## config.mk

```make
export PLATFORM = sky130hd
export DESIGN_NAME = gpio_mmio
export DESIGN_NICKNAME = d
export VERILOG_FILES = /design/src/rtl/gpio_mmio.sv
export SDC_FILE = /design/constraint.sdc
export NUM_CORES = 1
export LEC_CHECK = 0
export CORE_AREA = 3 3 81 83
export DETAILED_ROUTE_END_ITERATION = 12
export DIE_AREA = 0 0 84 86
export PLACE_DENSITY = 0.83
export SYNTH_ARGS = -nofsm -noshare
export SYNTH_HDL_FRONTEND = slang
export SYNTH_SLANG_ARGS = --single-unit
```

## constraint.sdc

```tcl
create_clock -name clk -period 2.6 [get_ports clk]
set_clock_uncertainty 0.2 [all_clocks]
set_input_delay 0.39 -clock clk [delete_from_list [all_inputs] [get_ports clk]]
set_output_delay 0.39 -clock clk [all_outputs]
set_load 0.01 [all_outputs]
```

## src/rtl/gpio_mmio.sv

```systemverilog
// Memory-mapped GPIO: synchronized inputs with rising-edge interrupts, output register, 7-segment registers.
// Define GPIO_DEBOUNCE_EN to add a per-bit debounce counter between the synchronizer and IN.
module gpio_mmio #(
  parameter int          N_IN       = 4,
  parameter int          N_OUT      = 4,
  parameter int          N_SEG      = 2,
  parameter logic [31:0] BASE_ADDR  = 32'h0000_1000,
  parameter int          DEB_CYCLES = 16
) (
  input  logic               clk,
  input  logic               reset,
  input  logic               we,
  input  logic [31:0]        a,
  input  logic [31:0]        wd,
  input  logic [2:0]         funct3,
  output logic [31:0]        rd,
  input  logic [N_IN-1:0]    pins_in,
  output logic [N_OUT-1:0]   pins_out,
  output logic [7*N_SEG-1:0] seg,
  output logic               irq
);

  localparam logic [5:0] OFF_IN    = 6'h00;
  localparam logic [5:0] OFF_OUT   = 6'h04;
  localparam logic [5:0] OFF_SET   = 6'h08;
  localparam logic [5:0] OFF_CLR   = 6'h0C;
  localparam logic [5:0] OFF_TGL   = 6'h10;
  localparam logic [5:0] OFF_EDGE  = 6'h14;
  localparam logic [5:0] OFF_IRQEN = 6'h18;

  logic              w_inWin;
  logic              w_wr;
  logic [5:0]        w_off;
  logic [N_IN-1:0]   r_sync1;
  logic [N_IN-1:0]   r_sync2;
  logic [N_IN-1:0]   r_stable;
  logic [N_IN-1:0]   r_inPrev;
  logic [N_IN-1:0]   r_edge;
  logic [N_IN-1:0]   r_irqEn;
  logic [N_IN-1:0]   w_rise;
  logic [N_IN-1:0]   w_edgeClr;
  logic [N_OUT-1:0]  r_out;
  logic [6:0]        r_seg [N_SEG];
  logic              r_irq;
  logic              w_unused;

  assign w_inWin  = (a[31:6] == BASE_ADDR[31:6]);
  assign w_off    = a[5:0];
  assign w_wr     = we && (funct3 == 3'b010) && w_inWin;
  assign w_unused = ^wd;

  always_ff @(posedge clk or posedge reset) begin
    if (reset) begin
      r_sync1 <= '0;
      r_sync2 <= '0;
    end else begin
      r_sync1 <= pins_in;
      r_sync2 <= r_sync1;
    end
  end

`ifdef GPIO_DEBOUNCE_EN
  localparam int              CW       = (DEB_CYCLES > 1) ? $clog2(DEB_CYCLES) : 1;
  localparam logic [CW-1:0]   CNT_LAST = CW'(DEB_CYCLES - 1);

  logic [CW-1:0] r_cnt [N_IN];

  // A bit only moves to the new level after it has differed for DEB_CYCLES consecutive cycles.
  always_ff @(posedge clk or posedge reset) begin
    if (reset) begin
      r_stable <= '0;
      for (int i = 0; i < N_IN; i++) r_cnt[i] <= '0;
    end else begin
      for (int i = 0; i < N_IN; i++) begin
        if (r_sync2[i] == r_stable[i]) begin
          r_cnt[i] <= '0;
        end else if (r_cnt[i] == CNT_LAST) begin
          r_stable[i] <= r_sync2[i];
          r_cnt[i]    <= '0;
        end else begin
          r_cnt[i] <= r_cnt[i] + CW'(1);
        end
      end
    end
  end
`else
  always_ff @(posedge clk or posedge reset) begin
    if (reset) r_stable <= '0;
    else       r_stable <= r_sync2;
  end
`endif

  // A new edge wins over a coincident write-1-to-clear.
  assign w_rise    = r_stable & ~r_inPrev;
  assign w_edgeClr = (w_wr && (w_off == OFF_EDGE)) ? wd[N_IN-1:0] : '0;

  always_ff @(posedge clk or posedge reset) begin
    if (reset) begin
      r_inPrev <= '0;
      r_edge   <= '0;
      r_irqEn  <= '0;
      r_irq    <= 1'b0;
    end else begin
      r_inPrev <= r_stable;
      r_edge   <= (r_edge & ~w_edgeClr) | w_rise;
      if (w_wr && (w_off == OFF_IRQEN)) r_irqEn <= wd[N_IN-1:0];
      r_irq    <= |(r_edge & r_irqEn);
    end
  end

  always_ff @(posedge clk or posedge reset) begin
    if (reset) begin
      r_out <= '0;
    end else if (w_wr) begin
      case (w_off)
        OFF_OUT: r_out <= wd[N_OUT-1:0];
        OFF_SET: r_out <= r_out | wd[N_OUT-1:0];
        OFF_CLR: r_out <= r_out & ~wd[N_OUT-1:0];
        OFF_TGL: r_out <= r_out ^ wd[N_OUT-1:0];
        default: r_out <= r_out;
      endcase
    end
  end

  always_ff @(posedge clk or posedge reset) begin
    if (reset) begin
      for (int k = 0; k < N_SEG; k++) r_seg[k] <= '0;
    end else begin
      for (int k = 0; k < N_SEG; k++) begin
        if (w_wr && (w_off == 6'(32 + 4 * k))) r_seg[k] <= wd[6:0];
      end
    end
  end

  always_comb begin
    seg = '0;
    for (int k = 0; k < N_SEG; k++) seg[7*k +: 7] = r_seg[k];
  end

  assign pins_out = r_out;
  assign irq      = r_irq;

  // Write-only, unmapped and out-of-window addresses all read as zero.
  always_comb begin
    rd = '0;
    if (w_inWin) begin
      case (w_off)
        OFF_IN:    rd[N_IN-1:0]  = r_stable;
        OFF_OUT:   rd[N_OUT-1:0] = r_out;
        OFF_EDGE:  rd[N_IN-1:0]  = r_edge;
        OFF_IRQEN: rd[N_IN-1:0]  = r_irqEn;
        default: begin
          for (int k = 0; k < N_SEG; k++) begin
            if (w_off == 6'(32 + 4 * k)) rd[6:0] = r_seg[k];
          end
        end
      endcase
    end
  end

endmodule

```

==> impl_metrics.yaml <==
outcome:
  violations: "negative setup slack"
  status: "finished with violations"
die:
  core-area_um2: 5920
  start_util: 0.398
  die_y_um: 86
  die_w_um: 84
  rows: 28
  io-pin-count: 125
  dieArea_um2: 7220
power_and_ir_drop:
  p_clk_frac: 0.420
  p_leak_nw: 1.74
  p_comb_frac: 0.130
  p_int_mw: 1.17
  power_mw: 1.53
  pwr_density_cell_nw_per_um2: 412
  p_seq_frac: 0.450
  swShare: 0.236
  p_switching_mw: 0.360
  ir_worst_vdd_mv: 0.344
route:
  firstDrtPassIters: 6
  drt_wl_total_um: 7500
  antenna_left: 0
  wl_per_cell_um: 18.3
  drc: 0
  vias_per_cell: 5.38
  drt_iter0_markers: 172
  num_vias: 2211
timing:
  setup_tns_ps: -5.42
  finalMaxSlewViolations: 0
  tightest_slew_ps: 545
  rsz0062_at_grt: "yes"
  setup_viol: 1
  period_needed_ps: 2610
  slew_headroom: 0.637
  fmax_ghz: 0.384
  min_period_over_period: 1.00
  timing.hold.ws_ps: 156
  hold_violations: 0
  worst_slack_ps: -5.42
clocking:
  cts_made_buffers: 5
  cts.reportedPaths.clkPinSlew_ps: 90
  clkLatencyLatePin_ps: 310
  cts-root-buf: "clkbuf_8"
  cts_tree: "built"
  cts.path.max_buffers: 2
  h-tree-depth: 2
  cts_sinks: 43
worst_setup_path:
  crit_path_end_kind: "primary output"
  cp.required_ps: 2010
  critPathLaunchType: "input port"
  arrival_ps: 2020
  r2r-end: "pins_out[0]"
  timing.rr.start: "pins_out[0]"
  crit_type: "input port to primary output"
  r2r_cells: 4
  r2r_slack_ps: 1030
  worstPathMaxFanout: 4
hold_path:
  hold_end: "r_sync2[3]"
  worstHoldPathCells: 0
  hp-class: "flip-flop to flip-flop"
  holdCritStartpoint: "r_sync1[3]"
cells_and_area:
  fin_util: 0.626
  final_common_cell: "buf_4"
  layout_common_cells: "buf_4 (49), dfrtp_1 (43), clkdlybuf4s50_1 (39), conb_1 (25), dlygate4sd2_1 (22)"
  drive_gt1_frac: 0.357
  area_growth_pct: 57.4
  n_antenna_cell: 0
  fin_cells: 411
  final_nets: 417
  final_area_um2: 3710
placed_design:
  dp_cells: 381
  routabilityCongestion: 0.881
  post_dp_cell_area_um2: 3280
  place_ws_ps: -856
  io_buffers: 74
  hpwl_um: 4860
synthesis:
  synth-async-reset-ratio: 1.00
  synth.distinct_cells: 40
  yosys-top-cells-area: "dfrtp_1 (46%), mux2_2 (8.6%), buf_4 (8.0%)"
  ys_ff_latch: 43
  yosysSeqAreaShare: 0.457
  syn_area_um2: 2360
  synth-edff-count: 0
  syn_avg_cell_area_um2: 11.3
  yosys.area.top_type: "dfrtp_1"
  ys_warn_count: 0
  synth_flop_cell: "dfrtp_1"
  yosysTopAreaCellShare: 0.457
  syn_inst: 209
global_routing:
  grt_max_degree: 44
  grt_pass1_vias: 2173
  antenna_found_initial: 0
  grt_overflow: 0
  grt_util_all_layers: 0.201
  grt_pass1_wl_um: 11200
flow_run:
  maxCapViolations: 0
[worst max path at each step]
stage / from / endpoint / slack, ps / depth (start not counted)
3_5_place_dp: a[3] / rd[3] / -860 / 7
4_1_cts: a[22] / rd[3] / 0.4 / 6
5_1_grt: a[1] / rd[3] / -20 / 7
6_report: a[3] / rd[3] / -5 / 7
3_3_place_gp: a[2] / rd[2] / -800 / 7
2_1_floorplan: a[3] / rd[2] / 50 / 5
[synthesized netlist by cell type, types with 5 or more instances]
master / instances
nor4_1: 5
mux2_2: 18
nand3_1: 5
o21ai_0: 10
inv_1: 13
dfrtp_1: 43
nor2_1: 6
a222oi_1: 8
a22oi_1: 13
ha_1: 8
nor3_1: 7
buf_4: 25
nand2_1: 5
[layout make-up]
class                           instances  area (um2)
Clock buffer                            5        68.8
Clock inverter                          3        71.3
Fill cell                             468        2210
Inverter                               13        48.8
Multi-Input combinational cell        147        1280
Sequential cell                        43        1080
Tap cell                               75        93.8
Timing Repair Buffer                  125        1070
[logic make-up (layout without fill, tap and decap cells)]
kind of cell | Yosys count | in the layout | share of synthesized area
adder cells (fa/ha/maj) | 8 | 8 | 0.0425
other | 1 | 25 | 0.00159
buffers and inverters | 43 | 146 | 0.112
XOR/XNOR | 1 | 1 | 0.00372
flip-flops | 43 | 43 | 0.457
multiplexers | 22 | 22 | 0.103
AO/OA/AOI/OAI | 40 | 40 | 0.129
AND/OR/NAND/NOR | 51 | 51 | 0.152
[critical path, cell delays in order]
cell and delay, ps:
buf_2 130, or4_4 570, nor2_4 140, buf_4 120, a222oi_1 120, a311oi_4 350
buf_2 190
[per-layer routing]
layer	vias up	share of wire	GRT usage
met2	136	0.52	0.354
met4	0	0.041	0.118
li1	978	-	-
met5	-	0	0
met3	23	0.090	0.0461
met1	1074	0.35	0.222
[power by group through the flow]
stage / Clock [mW] / Combinational [mW] / Sequential (mW)
2_1_floorplan: 0 / 0.0954 / 0.697
3_3_place_gp: 0 / 0.173 / 0.698
5_1_grt: 0.680 / 0.214 / 0.687
4_1_cts: 0.650 / 0.183 / 0.686
3_5_place_dp: 0 / 0.178 / 0.699
6_report: 0.641 / 0.199 / 0.686
[registers in the layout (all words and copies together) (netlist names)]
name and cells:
r_irqEn 4, r_sync1 4, irq 1, r_inPrev 4
r_edge 4, r_stable 4, r_sync2 4, seg 14
pins_out 4
[what timing repair did]
action                                  CTS  global route
endpoints found under the setup margin   21            14
hold buffers                              0             0
gates resized for setup                  88            20
buffers inserted                         17             5
pin swaps                                20            10
(Power assumes the default switching activity.)
